## config.mk

```make
export PLATFORM = sky130hd
export DESIGN_NAME = sigma_delta_cic_decimator
export DESIGN_NICKNAME = d
export VERILOG_FILES = /design/src/rtl/sigma_delta_cic_decimator_pkg.sv /design/src/rtl/sigma_delta_cic_decimator_comb_stage.sv /design/src/rtl/sigma_delta_cic_decimator.sv
export SDC_FILE = /design/constraint.sdc
export NUM_CORES = 1
export LEC_CHECK = 0
export CORE_UTILIZATION = 62
export CTS_CLUSTER_SIZE = 30
export DETAILED_ROUTE_END_ITERATION = 12
export PLACE_DENSITY = 0.85
export SLEW_MARGIN = 0
export SYNTH_ARGS = -nofsm -noshare
export SYNTH_HDL_FRONTEND = slang
export SYNTH_SLANG_ARGS = --single-unit
```

## constraint.sdc

```tcl
create_clock -name clk -period 4.7 [get_ports clk]
set_input_delay 0.94 -clock clk [delete_from_list [all_inputs] [get_ports clk]]
set_output_delay 0.94 -clock clk [all_outputs]
set_load 0.03 [all_outputs]
```

## src/rtl/sigma_delta_cic_decimator_pkg.sv

```systemverilog
// Shared constants and elaboration-time helpers for the sigma-delta CIC decimator.
package sigma_delta_cic_decimator_pkg;

    // A 1-bit stream symbol expands to a 2-bit signed value of +1 or -1.
    localparam logic [1:0] SD_PLUS_ONE  = 2'b01;
    localparam logic [1:0] SD_MINUS_ONE = 2'b11;

    function automatic int cic_eff_in(input int in_width);
        return (in_width == 1) ? 2 : in_width;
    endfunction

    function automatic int cic_width(input int in_width, input int order, input int dec_log2);
        return cic_eff_in(in_width) + order * dec_log2;
    endfunction

    function automatic bit cic_params_legal(input int in_width, input int order,
                                            input int dec_log2, input int out_width);
        return (in_width >= 1) && (order >= 1) && (order <= 5) &&
               (dec_log2 >= 1) && (dec_log2 <= 10) && (out_width >= 1);
    endfunction

endpackage

```

## src/rtl/sigma_delta_cic_decimator_comb_stage.sv

```systemverilog
// One CIC comb stage: strobe-enabled delay register and the exact modulo-2^W difference.
module cic_comb_stage #(
    parameter int W = 14
) (
    input  logic         clk,
    input  logic         rst,
    input  logic         strobe,
    input  logic [W-1:0] din,
    output logic [W-1:0] dout
);

    logic [W-1:0] dly;

    always_ff @(posedge clk) begin
        if (rst) begin
            dly <= '0;
        end else if (strobe) begin
            dly <= din;
        end
    end

    always_comb dout = din - dly;

endmodule

```

## src/rtl/sigma_delta_cic_decimator.sv

```systemverilog
// CIC decimator turning a low-width sigma-delta stream into signed PCM at 1/2^DEC_LOG2 rate.
module sigma_delta_cic_decimator
    import sigma_delta_cic_decimator_pkg::*;
#(
    parameter int IN_WIDTH  = 1,
    parameter int ORDER     = 2,
    parameter int DEC_LOG2  = 6,
    parameter int OUT_WIDTH = 16
) (
    input  logic                 clk,
    input  logic                 rst,
    input  logic                 en,
    input  logic [IN_WIDTH-1:0]  in,
    output logic [OUT_WIDTH-1:0] out,
    output logic                 outValid
);

    localparam int EFF_IN = cic_eff_in(IN_WIDTH);
    localparam int W      = cic_width(IN_WIDTH, ORDER, DEC_LOG2);

    if (!cic_params_legal(IN_WIDTH, ORDER, DEC_LOG2, OUT_WIDTH)) begin : g_param_check
        $error("sigma_delta_cic_decimator: parameter out of legal range");
    end

    logic [EFF_IN-1:0]    x_eff;
    logic [W-1:0]         x_ext;
    logic [DEC_LOG2-1:0]  cnt;
    logic                 strobe;
    logic [W-1:0]         integ_last;
    logic [W-1:0]         comb_last;
    logic [OUT_WIDTH-1:0] scaled;

    if (IN_WIDTH == 1) begin : g_map_bit
        always_comb x_eff = in[0] ? SD_PLUS_ONE : SD_MINUS_ONE;
    end else begin : g_map_word
        always_comb x_eff = in;
    end

    always_comb x_ext = {{(W-EFF_IN){x_eff[EFF_IN-1]}}, x_eff};

    // Integrator chain wraps modulo 2^W; each stage accumulates the previous stage's old value.
    for (genvar k = 0; k < ORDER; k++) begin : g_integ
        logic [W-1:0] acc;
        logic [W-1:0] feed;
        if (k == 0) begin : g_src
            always_comb feed = x_ext;
        end else begin : g_src
            always_comb feed = g_integ[k-1].acc;
        end
        always_ff @(posedge clk) begin
            if (rst) begin
                acc <= '0;
            end else if (en) begin
                acc <= acc + feed;
            end
        end
    end

    always_comb integ_last = g_integ[ORDER-1].acc;

    for (genvar k = 0; k < ORDER; k++) begin : g_comb
        logic [W-1:0] cin;
        logic [W-1:0] cout;
        if (k == 0) begin : g_src
            always_comb cin = integ_last;
        end else begin : g_src
            always_comb cin = g_comb[k-1].cout;
        end
        cic_comb_stage #(.W(W)) u_stage (
            .clk    (clk),
            .rst    (rst),
            .strobe (strobe),
            .din    (cin),
            .dout   (cout)
        );
    end

    always_comb comb_last = g_comb[ORDER-1].cout;

    if (OUT_WIDTH <= W) begin : g_trunc
        always_comb scaled = comb_last[W-1 -: OUT_WIDTH];
        if (OUT_WIDTH < W) begin : g_drop
            logic unused_lsbs;
            always_comb unused_lsbs = ^comb_last[W-OUT_WIDTH-1:0];
        end
    end else begin : g_pad
        always_comb scaled = {comb_last, {(OUT_WIDTH-W){1'b0}}};
    end

    always_comb strobe = en && (cnt == '1);

    always_ff @(posedge clk) begin
        if (rst) begin
            cnt      <= '0;
            out      <= '0;
            outValid <= 1'b0;
        end else begin
            outValid <= strobe;
            if (en) begin
                cnt <= cnt + DEC_LOG2'(1);
            end
            if (strobe) begin
                out <= scaled;
            end
        end
    end

endmodule

```

==> results.json, run 1 <==
{
  "synth-seq-area-share_pct": 29.3,
  "drt-pass1-iter-count": 4,
  "slowest_stage": "sky130_fd_sc_hd__or4_2",
  "vias": 4650,
  "cp_max_fo": 5,
  "gp_routability_congestion": 0.891,
  "grt_first_pass_wirelength_mm": 19.5,
  "power_density_nw_per_um2": 415,
  "dieWidth_um": 94.1,
  "hold-path-cell-count": 2,
  "postCtsHoldBufs": 0,
  "cts_tree": "done",
  "cts.htree.levels": 3,
  "clk_pin_slew_worst_paths_ps": 80,
  "placement.io_buffers": 18,
  "synth_fa_ha_area_share_pct": 13.9,
  "drt-wirelength-per-cell_um": 14.7,
  "layout.area.seq_um2": 1540,
  "r2r_endpoint": "out[15]",
  "place_hpwl_mm": 8.00,
  "tritoncts_num_sinks": 77,
  "post_cts_buffers": 0,
  "count_of_flip_flops_with_a_built_in_enable_after_synthesis": 0,
  "worst-endpoint-arrival_ps": 4200,
  "drc": 0,
  "final_layout_size_suffix_gt1_share_pct": 5.78,
  "globalRouteTotalUtil_pct": 27.6,
  "commonest_non_fill_non_tap_cell_in_the_layout": "sky130_fd_sc_hd__dfxtp_1",
  "fmaxAchievable_ghz": 0.255,
  "status": "finished, final reports clean",
  "synthXorXnorAreaFrac_pct": 6.50,
  "die_area_um2": 8850,
  "yosys-mux-area-fraction_pct": 2.88,
  "critical_path.reg2reg.startpoint": "g_comb[0].cin[0]",
  "drt.antenna.violating_nets": 0,
  "path_class": "flop to flop",
  "yosys_warnings": 0,
  "cts_resized": 0,
  "rsz0062_at_grt": "no",
  "multi_input_comb_area_um2": 3440,
  "final_util_pct": 69.2,
  "final_max_slew_viol_count": 0,
  "critPathCaptureType": "flop",
  "timing.critical_path.required_ps": 4990,
  "netlist-cell-type-count": 61,
  "synth.ff_latch_count": 77,
  "timing.setup.tns_ps": 0,
  "fp.coreArea_um2": 8220,
  "cap_violations": 0,
  "worstSetupStartpointType": "flop",
  "synth_flop_cell": "sky130_fd_sc_hd__dfxtp_1",
  "finalHoldViolCount": 0,
  "critical_path.cell_chain": "inv_1 -> ha_1 -> fa_1 -> nor2b_1 -> o21a_1 -> o21ai_0 -> a211o_1 -> xnor2_1 -> ha_1 -> a21oi_2 -> o211ai_1 -> or4_2 -> o211ai_1 -> xor2_1 -> nand2_1 -> a21oi_2",
  "rows": 33,
  "drt-initial-drc-count": 262,
  "overflow": 0,
  "max_stage_delay_ps": 560,
  "synth_compound_area_share_pct": 23.3,
  "fin_cells": 762,
  "layout.cells.most_common_list": "77 x sky130_fd_sc_hd__dfxtp_1, 75 x sky130_fd_sc_hd__nand2_1, 65 x sky130_fd_sc_hd__a21oi_1, 52 x sky130_fd_sc_hd__ha_1, 48 x sky130_fd_sc_hd__nor2_1",
  "syn_avg_cell_area_um2": 8.10,
  "ctsLongestPathBuffers": 2,
  "leakage_nw": 2.32,
  "drt-vias-per-instance": 6.10,
  "dp.cells": 747,
  "syn-instance-count": 649,
  "finalPower_mw": 2.36,
  "initial_core_util_pct": 64.0,
  "antenna-diode-count": 0,
  "num-nets-final": 713,
  "flow.area_growth_from_synthesis_pct": 8.26,
  "slew_headroom_pct": 41.9,
  "cts-buffers-inserted": 9,
  "antenna_found_initial": 0,
  "routed_wl_mm": 11.2,
  "cts_root_buf": "sky130_fd_sc_hd__clkbuf_8",
  "post-route-min-period_ps": 3920,
  "r2r_setup_slack_ps": 780,
  "hold_path_class": "flop to flop",
  "ff2ff_path_depth": 16,
  "async_flop_share_pct": 0,
  "main_combinational_cell_family_by_area_after_synthesis": "compound AO/OA/AOI/OAI gates",
  "first_global_vias": 4432,
  "final.period_utilization_pct": 83.4,
  "hold_path_startpoint": "g_comb[1].u_stage.dly[11]",
  "setup_violations": 0,
  "i_o_pin_total": 21,
  "holdPathEnd": "g_comb[1].u_stage.dly[11]",
  "worst_pin_slew_ps": 872,
  "n_fill_cell": 668,
  "syn-cell-area_um2": 5260,
  "synthSimpleGateAreaFrac_pct": 18.7,
  "irDropWorstVdd_mv": 0.263,
  "clk_latency_ps": 350,
  "maximum_number_of_pins_on_one_net_before_global_route_repair": 74,
  "final.setup_skew_ps": 12.4,
  "die_boundary_height_um": 94.1
}
## worst max path at each step
stage          slack [ps]        startpoint  endpoint  depth (start not counted)
2_1_floorplan        1130  g_comb[0].cin[0]   out[15]                         18
3_3_place_gp          920  g_comb[0].cin[0]   out[15]                         16
3_5_place_dp          860  g_comb[0].cin[0]   out[15]                         16
4_1_cts               790  g_comb[0].cin[0]   out[15]                         16
5_1_grt               500  g_comb[0].cin[0]   out[15]                         17
6_report              780  g_comb[0].cin[0]   out[15]                         16
## worst max-delay path: cells and delay by family (launching register included)
family	cells	cell delay (ps)
AO/OA/AOI/OAI	7	1310
adder cells (fa/ha/maj)	3	1010
buffers and inverters	1	60
flip-flops	1	380
AND/OR/NAND/NOR	3	770
XOR/XNOR	2	320
## cell type report
cell class,instances,area share [%]
inverter,40,2.64
clock inverter,4,1.28
multi-input combinational,502,60.5
clock buffer,11,2.49
tap,105,2.31
timing repair buffer,23,3.74
sequential,77,27.1
## synth_stat cells (4+ instances only)
cell type                  number  share of area [%]
sky130_fd_sc_hd__a21oi_1       65                6.2
sky130_fd_sc_hd__dfxtp_1       77                 29
sky130_fd_sc_hd__o22ai_1        4               0.48
sky130_fd_sc_hd__nor4_1         4               0.48
sky130_fd_sc_hd__a211oi_1      16                2.3
sky130_fd_sc_hd__mux2i_1       14                2.7
sky130_fd_sc_hd__buf_1          5               0.36
sky130_fd_sc_hd__nor2b_1       12                1.4
sky130_fd_sc_hd__nand4_1        9                1.1
sky130_fd_sc_hd__o21ai_0       24                2.3
sky130_fd_sc_hd__nand2_1       75                5.4
sky130_fd_sc_hd__o211a_1        4               0.76
sky130_fd_sc_hd__nand2b_1       4               0.48
sky130_fd_sc_hd__clkbuf_1      23                1.6
sky130_fd_sc_hd__ha_1          52                 12
sky130_fd_sc_hd__and4_1         6                1.0
sky130_fd_sc_hd__nand3_1       10               0.95
sky130_fd_sc_hd__o211ai_1       6               0.86
sky130_fd_sc_hd__nor2_1        48                3.4
sky130_fd_sc_hd__o21bai_1       4               0.57
sky130_fd_sc_hd__nor3_1        17                1.6
sky130_fd_sc_hd__xor2_1        18                3.0
sky130_fd_sc_hd__xnor2_1       21                3.5
sky130_fd_sc_hd__or3_1          5               0.60
sky130_fd_sc_hd__and3_1         4               0.48
sky130_fd_sc_hd__o21a_1        13                1.9
sky130_fd_sc_hd__fa_1           4                1.5
sky130_fd_sc_hd__inv_1         40                2.9
sky130_fd_sc_hd__a21o_1        16                2.3
## where the power goes
| group | switching [mW] | internal, mW | leakage, nW |
|---|---|---|---|
| sequential | 0.0453 | 0.690 | 0.626 |
| clock | 0.237 | 0.310 | 0.105 |
| combinational | 0.612 | 0.466 | 1.59 |
## per-layer routing
| metal | vias up | wire length, µm | part of all wire (%) | track usage (%) |
|---|---|---|---|---|
| li1 | 2324 | - | - | - |
| met1 | 2199 | 5080 | 45 | 32.9 |
| met2 | 102 | 5510 | 49 | 48.0 |
| met3 | 25 | 363 | 3.2 | 4.13 |
| met4 | 0 | 261 | 2.3 | 13.6 |
| met5 | - | 0 | 0 | 0 |
## cells by family (layout without fill, tap and decap cells)
kind of cell / after synthesis / after routing
buf+inv: 71 / 78
other cells: 1 / 2
compound gates: 184 / 184
xor+xnor: 39 / 39
flops: 77 / 77
simple gates: 206 / 206
fa+ha+maj: 56 / 56
mux: 15 / 15
## sequential cells by signal, summed over array words and instances (netlist names)
name,cells
g_comb.u_stage.dly,28
g_comb.cin,14
g_integ.acc,14
out,14
cnt,6
outValid,1
## stage by stage
| stage | setup WS, ps | hold slack (ps) | instance area, µm² |
|---|---|---|---|
| floorplan | 1130 | 436 | 5260 |
| global placement | 924 | 437 | 5480 |
| detailed placement | 861 | 448 | 5480 |
| CTS | 790 | 458 | 5690 |
| global route | 497 | 474 | 5690 |
| finish | 782 | 454 | 5690 |
Power figures use the tool's default switching activity.
==> run 2, diff against run 1 <==
--- a/config.mk
+++ b/config.mk
@@ -5,10 +5,10 @@
 export SDC_FILE = /design/constraint.sdc
 export NUM_CORES = 1
 export LEC_CHECK = 0
-export CORE_UTILIZATION = 62
+export CORE_UTILIZATION = 56
 export CTS_CLUSTER_SIZE = 30
 export DETAILED_ROUTE_END_ITERATION = 12
-export PLACE_DENSITY = 0.85
+export PLACE_DENSITY = 0.81
 export SLEW_MARGIN = 0
 export SYNTH_ARGS = -nofsm -noshare
 export SYNTH_HDL_FRONTEND = slang
==> constraint.sdc (replaced) <==
create_clock -name clk -period 3.3 [get_ports clk]
set_input_delay 0.66 -clock clk [delete_from_list [all_inputs] [get_ports clk]]
set_output_delay 0.66 -clock clk [all_outputs]
set_load 0.03 [all_outputs]
==> results.json, run 2 (synthesis results as in run 1) <==
{
  "failed_checks": "negative setup slack",
  "p_sw_mw": 1.47,
  "p_sw_share_pct": 36.7,
  "critical_path.reg2reg.startpoint": "g_comb[0].cin[0]",
  "critical_path.cell_chain": "inv_2 -> ha_4 -> fa_2 -> nor2b_1 -> o21a_1 -> o21ai_2 -> nor2b_1 -> o21ai_1 -> xor2_1 -> ha_1 -> nand3_1 -> o211ai_1 -> or4_4 -> o211ai_1 -> xor2_1 -> nand2_1 -> a21oi_2",
  "cts-buffers-inserted": 9,
  "pwr-share-comb_pct": 50.6,
  "max_ffs_per_register": 28,
  "routed_wl_mm": 12.7,
  "final.period_utilization_pct": 105,
  "slowest_stage": "sky130_fd_sc_hd__or4_4",
  "clockPowerShare_pct": 23.4,
  "worst-endpoint-arrival_ps": 3780,
  "timing.setup.tns_ps": -234,
  "first_global_vias": 4896,
  "cts_root_buf": "sky130_fd_sc_hd__clkbuf_8",
  "irDropWorstVdd_mv": 0.371,
  "cts.htree.levels": 3,
  "fmaxAchievable_ghz": 0.287,
  "i_o_pin_total": 21,
  "drt-wirelength-per-cell_um": 15.6,
  "r2r_endpoint": "out[15]",
  "critPathCapture": "out[15]",
  "final.setup_skew_ps": 12.6,
  "cp_max_fo": 4,
  "critPathCaptureType": "flop",
  "maximum_number_of_pins_on_one_net_before_global_route_repair": 43,
  "slew_headroom_pct": 63.3,
  "rsz0062_at_grt": "yes",
  "fp.coreArea_um2": 8890,
  "pwr-share-seq_pct": 26.0,
  "layout.cells.most_common_list": "75 x sky130_fd_sc_hd__nand2_1, 75 x sky130_fd_sc_hd__dfxtp_1, 62 x sky130_fd_sc_hd__a21oi_1, 54 x sky130_fd_sc_hd__buf_4, 49 x sky130_fd_sc_hd__ha_1",
  "post-route-min-period_ps": 3480,
  "placedInstanceArea_um2": 5810,
  "registers.top_by_ff_count": "g_comb.u_stage.dly",
  "cap_violations": 0,
  "antenna-diode-count": 0,
  "die_area_um2": 9780,
  "cellInternalPower_mw": 2.54,
  "status": "finished, violations left",
  "power_density_nw_per_um2": 645,
  "r2r_setup_slack_ps": -180,
  "overflow": 0,
  "drt-pass1-iter-count": 5,
  "ff2ff_path_depth": 17,
  "max_stage_delay_ps": 420,
  "drc": 0,
  "clk_pin_slew_worst_paths_ps": 90,
  "die_boundary_height_um": 98.9,
  "worstSetupStartpointType": "flop",
  "finalWorstSetupSlack_ps": -180,
  "hold_path_class": "flop to flop",
  "globalRouteTotalUtil_pct": 27.4,
  "setup_violations": 2,
  "ctsLongestPathBuffers": 2,
  "timing.critical_path.required_ps": 3600,
  "path_class": "flop to flop",
  "dieWidth_um": 98.9,
  "tritoncts_num_sinks": 77,
  "initial_core_util_pct": 59.1,
  "crit_path_start": "g_comb[0].cin[0]",
  "final_design_area_no_fill_um2": 6220,
  "drt.antenna.violating_nets": 0,
  "place_hpwl_mm": 8.86,
  "drt-initial-drc-count": 207,
  "vias": 4915,
  "antenna_found_initial": 0,
  "finalHoldViolCount": 0,
  "cts_tree": "done",
  "worst_pin_slew_ps": 550,
  "grt_first_pass_wirelength_mm": 21.9,
  "final_max_slew_viol_count": 0,
  "final_layout_size_suffix_gt1_share_pct": 15.8,
  "placement.io_buffers": 18,
  "postCtsHoldBufs": 0,
  "leakage_nw": 2.62,
  "gp_routability_congestion": 0.945,
  "clk_latency_ps": 370,
  "flow.area_growth_from_synthesis_pct": 18.5,
  "rows": 34,
  "drt-vias-per-instance": 6.02,
  "num-nets-final": 764
}
run 2: final cells by class:
class                           count  area (µm²)
Inverter                           40         150
Tap cell                          108         135
Timing Repair Buffer               74         603
Sequential cell                    77        1540
Multi-Input combinational cell    502        3530
Fill cell                         655        2670
Clock buffer                        9         124
Clock inverter                      6         136
run 2: critical path, delay by kind of cell (launching register included):
kind / cells / cell delay, ps
AO/OA/AOI/OAI: 6 / 860
XOR/XNOR: 2 / 420
adder cells (fa/ha/maj): 3 / 840
buffers and inverters: 1 / 40
flip-flops: 1 / 340
AND/OR/NAND/NOR: 5 / 900
run 2: worst min-delay path by stage:
stage                                         start                        end  slack (ps)  cells past startpoint
after CTS                                    out[7]                     out[7]         450                      2
after global routing       g_comb[1].u_stage.dly[5]   g_comb[1].u_stage.dly[5]         470                      2
after floorplan           g_comb[0].u_stage.dly[10]  g_comb[0].u_stage.dly[10]         440                      2
final                                       out[14]                    out[14]         450                      2
after detailed placement                     out[7]                     out[7]         440                      2
after global placement                       out[6]                     out[6]         440                      2
run 2: power groups by stage:
stage / Sequential, mW / Combinational (mW) / Clock (mW)
6_report: 1.04 / 2.03 / 0.940
5_1_grt: 1.05 / 2.21 / 0.991
4_1_cts: 1.04 / 1.85 / 0.950
3_5_place_dp: 1.06 / 1.78 / 0
3_3_place_gp: 1.06 / 1.70 / 0
2_1_floorplan: 1.05 / 1.24 / 0
run 2: stage by stage:
| step | hold WS [ps] | setup WS [ps] | utilization (%) | std cells | total power, mW |
|---|---|---|---|---|---|
| floorplan | 436 | -51.8 | - | 650 | 2.29 |
| global placement | 438 | -91.5 | 65.4 | 793 | 2.76 |
| detailed placement | 443 | -199 | 65.4 | 793 | 2.84 |
| CTS | 454 | -89.8 | 69.0 | 813 | 3.84 |
| global route | 471 | -344 | 70.0 | 816 | 4.25 |
| finish | 454 | -180 | 70.0 | 816 | 4.02 |
run 2: per-layer routing:
| layer | part of all wire [%] | up-vias | GRT usage (%) |
|---|---|---|---|
| met1 | 43 | 2327 | 32.2 |
| met5 | 0 | - | 0 |
| met4 | 2.7 | 0 | 13.0 |
| met3 | 3.9 | 42 | 3.48 |
| li1 | - | 2408 | - |
| met2 | 50 | 138 | 49.5 |
run 2: timing repair:
item,CTS,global route
buffers inserted,5,3
hold endpoints to repair,0,0
setup endpoints to repair,4,7
pin swaps,8,8
gates resized for setup,7,16
==> run 3, diff against run 2 <==
--- a/config.mk
+++ b/config.mk
@@ -13,3 +13,4 @@
 export SYNTH_ARGS = -nofsm -noshare
 export SYNTH_HDL_FRONTEND = slang
 export SYNTH_SLANG_ARGS = --single-unit
+export TNS_END_PERCENT = 1
==> results.json, run 3 (synthesis results as in run 1) <==
{
  "status": "finished, violations left",
  "failed_checks": "negative setup slack",
  "hold_slack_ps": 455,
  "critical_path.cell_chain": "inv_2 -> ha_4 -> fa_2 -> nor2b_2 -> o21a_1 -> o21ai_2 -> a211o_1 -> xnor2_2 -> ha_1 -> a21oi_2 -> o211ai_1 -> or4_4 -> o211ai_1 -> xor2_1 -> nand2_1 -> a21oi_2",
  "gp_routability_congestion": 0.945,
  "fp.coreArea_um2": 8890,
  "leakage_nw": 2.59,
  "grt_first_pass_wirelength_mm": 21.9,
  "cts-buffers-inserted": 9,
  "first_global_vias": 4896,
  "clk_latency_ps": 360,
  "initial_core_util_pct": 59.1,
  "timing.critical_path.required_ps": 3600,
  "cap_violations": 0,
  "globalRouteTotalUtil_pct": 27.4,
  "ctsLongestPathBuffers": 2,
  "timing.setup.tns_ps": -97.0,
  "irDropWorstVdd_mv": 0.371,
  "die_boundary_height_um": 98.9,
  "final_max_slew_viol_count": 0,
  "max_ffs_per_register": 28,
  "placement.io_buffers": 18,
  "drt-vias-per-instance": 6.04,
  "flow.area_growth_from_synthesis_pct": 17.4,
  "finalWorstSetupSlack_ps": -97.0,
  "postCtsHoldBufs": 0,
  "final_layout_size_suffix_gt1_share_pct": 14.5,
  "critical_path.top_delay_family": "compound AO/OA/AOI/OAI gates",
  "power_density_nw_per_um2": 635,
  "cts_root_buf": "sky130_fd_sc_hd__clkbuf_8",
  "slowest_stage": "sky130_fd_sc_hd__or4_4",
  "final_util_pct": 69.4,
  "antenna_found_initial": 0,
  "cts_tree": "done",
  "slew_headroom_pct": 62.3,
  "num-nets-final": 761,
  "drt-initial-drc-count": 198,
  "worst-path-buf-inv": 1,
  "finalHoldViolCount": 0,
  "final.period_utilization_pct": 103,
  "dieWidth_um": 98.9,
  "cts.htree.levels": 3,
  "worstSetupStartpointType": "flop",
  "fmaxAchievable_ghz": 0.294,
  "worst-endpoint-arrival_ps": 3700,
  "drt-wirelength-per-cell_um": 15.4,
  "place_hpwl_mm": 8.86,
  "tritoncts_num_sinks": 77,
  "worst_pin_slew_ps": 560,
  "routed_wl_mm": 12.5,
  "layout.cells.most_common_list": "75 x sky130_fd_sc_hd__nand2_1, 75 x sky130_fd_sc_hd__dfxtp_1, 63 x sky130_fd_sc_hd__a21oi_1, 52 x sky130_fd_sc_hd__buf_4, 50 x sky130_fd_sc_hd__ha_1",
  "max_stage_delay_ps": 420,
  "i_o_pin_total": 21,
  "registers.top_by_ff_count": "g_comb.u_stage.dly",
  "rsz0062_at_grt": "yes",
  "overflow": 0,
  "clk_pin_slew_worst_paths_ps": 90,
  "setup_violations": 1,
  "post-route-min-period_ps": 3400,
  "drt-pass1-iter-count": 4,
  "rows": 34,
  "die_area_um2": 9780,
  "drc": 0,
  "drt.antenna.violating_nets": 0,
  "vias": 4911,
  "hold_path_class": "flop to flop",
  "antenna-diode-count": 0,
  "cp_max_fo": 4,
  "path_class": "flop to flop",
  "maximum_number_of_pins_on_one_net_before_global_route_repair": 43,
  "final.setup_skew_ps": 13.0,
  "critPathCaptureType": "flop"
}
-- run 3: cell count changes in the layout (fill, tap and decap cells not counted), sizes merged --
cell	delta
buf	-3
-- run 3: area by class of cell --
cell class / count / area, µm²
clock inverters: 6 / 136
flip-flops and latches: 77 / 1550
clock buffers: 9 / 124
repair buffers: 71 / 577
well taps: 108 / 135
fillers: 679 / 2720
multi-input cells: 502 / 3500
inverters: 40 / 150
-- run 3: metal layers --
layer	up-vias	track usage (%)	share of wire [%]
met2	132	49.5	50
met4	0	13.0	3.0
met1	2333	32.2	43
met5	-	0	0
li1	2405	-	-
met3	41	3.48	3.7
-- run 3: final timing paths --
kind / start / to / slack [ps] / cells after the start
setup reg to reg: g_comb[0].cin[0] / out[15] / -100 / 16
hold reg to reg: out[14] / out[14] / 450 / 2
setup / recovery: g_comb[0].cin[0] / out[15] / -100 / 16
hold / removal: out[14] / out[14] / 450 / 2
-- run 3: per-stage QoR --
| stage | cell area (µm²) | total power [mW] | setup WS (ps) | instances |
|---|---|---|---|---|
| final | 6170 | 3.92 | -97.0 | 813 |
| after global routing | 6170 | 4.15 | -239 | 813 |
| after CTS | 6140 | 3.84 | -89.8 | 813 |
| after detailed placement | 5810 | 2.84 | -199 | 793 |
| after global placement | 5810 | 2.76 | -91.5 | 793 |
| after floorplan | 5270 | 2.29 | -51.8 | 650 |
-- run 3: timing repair --
item / in CTS / in global routing
pin swaps: 6 / 3
hold endpoints to repair: 0 / 0
endpoints found under the setup margin: 4 / 7
gates cloned: 0 / 0
setup buffers: 5 / 0
resized for setup: 7 / 9
-- run 3: worst reg2reg max path: cells and delay by family, from the launching register on --
kind	cells	cell delay, ps
buffers and inverters	1	40
and+or+nand+nor	3	620
DFF	1	340
AOI/OAI and AO/OA	7	1150
adders and majority gates	3	830
xor gates and xnor gates	2	340
-- run 3: power breakdown --
group,internal [mW],switching [mW],leakage (nW)
registers,0.983,0.0605,0.627
clock network,0.576,0.366,0.126
logic,0.932,0.999,1.84
==> edit 1: new RTL, settings of run 3 <==
`ORDER`: 2 -> 4.
--- a/src/rtl/sigma_delta_cic_decimator.sv
+++ b/src/rtl/sigma_delta_cic_decimator.sv
@@ -4,5 +4,5 @@
 #(
     parameter int IN_WIDTH  = 1,
-    parameter int ORDER     = 2,
+    parameter int ORDER     = 4,
     parameter int DEC_LOG2  = 6,
     parameter int OUT_WIDTH = 16
Check against the original RTL: same outputs for any inputs over 10 cycles, from zero or initial values and one cycle with rst high; that may be too few to reach the edited logic, so the function may still have changed.
==> edit 1 against run 3 <==
Via count rose to 3.6 times the old value. Die area rose to 3.2 times the old value. Cell area increased to 3.6 times the old value. Fmax fell by 52%. Area after synthesis rose to 3.3 times the old value. Sequential power grew to 3.0 times the old value. The flow still finishes with violations (setup timing). Highest routed layer unchanged. Total power grew to 7.2 times the old value. Wire length grew to 3.7 times the old value. Sequential cell count grew 154. Worst setup slack lost 3.6 ns. Non-clock buffer count increased by 303. Combinational power increased to 11 times the old value.
==> edit 1: results <==
metrics = {
    "timing": {
        "setup_viol_count_final": 54,
        "worst_pin_slew_ns": 0.795,
        "setup_slack_ns": -3.73,
    },
    "grt": {
        "grt_pass1_vias": 17600,
        "track_usage_pct": 28.5,
    },
    "cts": {
        "numCtsBuffers": 27,
        "root_buffer": "clkbuf_16",
        "ctsHtreeMaxLevel": 1,
        "clock_path_buffers": 3,
    },
    "run_status": {
        "outcome": "complete, but fails checks",
        "violations": "setup timing",
    },
    "placement": {
        "post-dp-hpwl_um": 31800,
        "gp_congestion": 0.918,
    },
    "logic_synthesis": {
        "synth_area_leaders": "dfxtp_1 (27%), ha_1 (14%), a21oi_1 (7.0%), nand2_1 (6.8%), xnor2_1 (4.6%)",
        "synthXorXnorAreaFrac_pct": 7.41,
        "synthMuxAreaShare_pct": 2.83,
        "syn-instance-count": 2257,
        "synth_fa_ha_area_share_pct": 15.1,
    },
    "drt": {
        "wl_um": 46500,
        "dr.pass1.iters": 5,
        "wire_per_inst_um": 15.5,
    },
    "critical_path": {
        "cp_slowest_cell": "or3b_4",
        "path_max_fanout": 3,
    },
    "power_and_ir_drop": {
        "p_leak_nw": 9.61,
    },
    "finish": {
        "num-fill-cells": 2074,
        "layout-drive-gt1-share_pct": 20.2,
    },
}
==> edit 1: worst max-delay path: cells and delay by family, from the launching register on <==
kind | cells | cell delay, ns
AO/OA/AOI/OAI | 17 | 3.09
adder cells (fa/ha/maj) | 5 | 1.49
AND/OR/NAND/NOR | 7 | 1.12
XOR/XNOR | 4 | 0.60
buffers and inverters | 4 | 0.34
flip-flops | 1 | 0.32
==> edit 1: cell type report <==
cell class | count | share of cell area, %
clock buffers | 35 | 3.43
clock inverters | 13 | 0.898
inverters | 165 | 2.81
multi-input cells | 1782 | 56.4
flip-flops and latches | 231 | 21.0
well taps | 396 | 2.25
repair buffers | 374 | 13.2
==> edit 1: cells by family (layout without fill, tap and decap cells) <==
logic type	Yosys count	after routing
flip-flops	231	231
AND/OR/NAND/NOR	757	757
multiplexers	49	49
buffers and inverters	244	587
AO/OA/AOI/OAI	625	625
XOR/XNOR	145	145
adder cells (fa/ha/maj)	206	206
==> edit 1: path summary, 6_finish.rpt <==
check / from / end / slack (ns) / cells past startpoint
hold reg to reg: out[4] / out[4] / 0.45 / 2
hold / removal: out[4] / out[4] / 0.45 / 2
setup / recovery: g_comb[0].cin[0] / out[15] / -3.73 / 37
setup reg to reg: g_comb[0].cin[0] / out[15] / -3.73 / 37
==> edit 1: report_power, final <==
group	switching (mW)	total (mW)	internal, mW
Combinational	10.6	22.0	11.4
Sequential	0.143	3.08	2.94
Clock	1.24	3.23	1.99
==> edit 1: what timing repair did <==
item                       in CTS  in global routing
setup endpoints to repair      69                 72
pin swaps                      49                 28
buffers inserted                7                  7
gates resized for setup        64                 45
==> edit 1: metal layers <==
metal,share of wire [%],global-route usage (%),vias to the layer above
li1,-,-,8626
met4,4.2,14.8,0
met5,0,0,-
met2,52,54.8,551
met3,4.2,4.01,192
met1,39,29.5,8197
==> edit 2: new RTL, flow settings as in run 3 <==
Made on the original files. Register the output `out` once more, without a reset; this adds one clock of latency there. The other outputs are not delayed to match.
--- a/src/rtl/sigma_delta_cic_decimator.sv
+++ b/src/rtl/sigma_delta_cic_decimator.sv
@@ -18,4 +18,6 @@
     localparam int EFF_IN = cic_eff_in(IN_WIDTH);
     localparam int W      = cic_width(IN_WIDTH, ORDER, DEC_LOG2);
+
+    logic [OUT_WIDTH-1:0] out_s0;
 
     if (!cic_params_legal(IN_WIDTH, ORDER, DEC_LOG2, OUT_WIDTH)) begin : g_param_check
@@ -93,5 +95,5 @@
         if (rst) begin
             cnt      <= '0;
-            out      <= '0;
+            out_s0   <= '0;
             outValid <= 1'b0;
         end else begin
@@ -101,9 +103,13 @@
             end
             if (strobe) begin
-                out <= scaled;
+                out_s0 <= scaled;
             end
         end
     end
 
+    always_ff @(posedge clk) begin
+        out <= out_s0;
+    end
+
 endmodule
 
Behaviour: same outputs for any inputs over 10 cycles, from zero or initial values and one cycle with rst high; that may be too few to reach the edited logic, so the function may still have changed.
==> edit 2 against run 3 <==
Clock power shrank 25%. First-iteration DRC count down 34%. Area after synthesis increased by 5.3%. Sequential cell count increased by 14. Wire length is 1.6% lower. Total power fell by 1.8%. Critical path depth did not move. Cell area grew 4.1%. Hold slack got worse by 0.10 ns. The flow still finishes with violations (setup timing). Worst setup slack worse by 0.023 ns. Sequential power is 16% higher. Count of clock-buffer cells in the layout up 1. Sequential share of layout area up 3.3 points.
==> edit 2: results <==
metrics = {
    "placement": {
        "portBuffers": 18,
        "dp.cells": 836,
        "post-dp-hpwl_um": 8950,
        "gp_congestion": 0.933,
        "dpl-instance-area_sq_um": 6180,
        "dpl_worst_slack_ns": -0.166,
    },
    "power_and_ir_drop": {
        "p_leak_nw": 2.69,
        "irDropWorstVdd_mv": 0.315,
        "clock_net_power_mw": 0.704,
        "p_comb_share_pct": 50.3,
        "p_sw_mw": 1.46,
        "p_total_mw": 3.85,
    },
    "timing": {
        "setup_tns_ns": -0.120,
        "setup_viol_count_final": 1,
        "finClkSkew_ns": 0.0139,
        "setup_slack_ns": -0.120,
        "worst_pin_slew_ns": 0.671,
    },
    "finish": {
        "finalNonFillerCells": 855,
        "final_nets": 781,
        "layout-drive-gt1-share_pct": 14.6,
        "diodes": 0,
    },
    "cts": {
        "ctsHtreeMaxLevel": 3,
        "numCtsBuffers": 9,
        "clk_pin_slew_ns": 0.10,
    },
    "grt": {
        "grt_pass1_wl_um": 21200,
        "met2_usage_pct": 47.5,
        "grt_pass1_vias": 4871,
        "track_usage_pct": 25.7,
        "grt_use_met1_pct": 30.2,
        "grtUsageMet3_pct": 3.17,
        "grt_max_degree": 64,
    },
    "drt": {
        "routed-wl-met2_um": 6150,
        "wire_per_inst_um": 14.4,
        "wl_met1_um": 5600,
        "dr_wl_met3_um": 369,
        "highest_layer": "met4",
        "avgViaCountPerCell": 5.73,
        "drt_iter0_drc": 130,
    },
    "critical_path": {
        "critical_path_arrival_ns": 3.72,
        "max_stage_delay_ns": 0.42,
        "path_max_fanout": 3,
    },
    "logic_synthesis": {
        "synth_compound_area_share_pct": 22.2,
        "synth.distinct_cells": 61,
        "synthXorXnorAreaFrac_pct": 6.17,
        "synth_warnings": 0,
        "seq_area_frac_synth_pct": 32.9,
        "async_flop_share_pct": 0,
        "synth_area_leaders": "dfxtp_1 (33%), ha_1 (12%), a21oi_1 (5.9%), nand2_1 (5.1%), xnor2_1 (3.3%)",
        "synth.avg_cell_area_sq_um": 8.35,
        "ys_top_cells_by_count": "dfxtp_1 (91), nand2_1 (75), a21oi_1 (65), ha_1 (52), nor2_1 (48)",
        "synthMuxAreaShare_pct": 2.74,
        "yosys_most_used_dff": "dfxtp_1",
        "synth_fa_ha_area_share_pct": 13.2,
    },
    "min_path": {
        "holdCritPathClass": "flip-flop to flip-flop",
        "worstHoldPathCells": 0,
    },
    "run_status": {
        "outcome": "complete, but fails checks",
        "violations": "setup timing",
    },
}
edit 2: changes by cell type in the layout (fill, tap and decap cells not counted), sizes merged:
cell	run 3	this run
dfxtp	77	91
buf	54	60
bufinv	4	0
clkinvlp	1	3
inv	40	42
clkbuf	9	10
edit 2: final timing paths:
path / start / endpoint / slack [ns]
max: g_comb[0].cin[0] / out_s0[15] / -0.12
min reg2reg: out_s0[13] / out[13] / 0.35
min: out_s0[13] / out[13] / 0.35
max reg2reg: g_comb[0].cin[0] / out_s0[15] / -0.12
edit 2: timing repair:
item	CTS	global route
gates resized for setup	6	6
buffers inserted	2	1
setup endpoints to repair	2	6
pin swaps	11	5
edit 2: area by class of cell:
cell class                      instances  area, sq um
Multi-Input combinational cell        502         3490
Fill cell                             734         2990
Sequential cell                        91         1820
Timing Repair Buffer                   77          618
Tap cell                              129          161
Inverter                               40          150
Clock buffer                           10          128
Clock inverter                          6         48.8
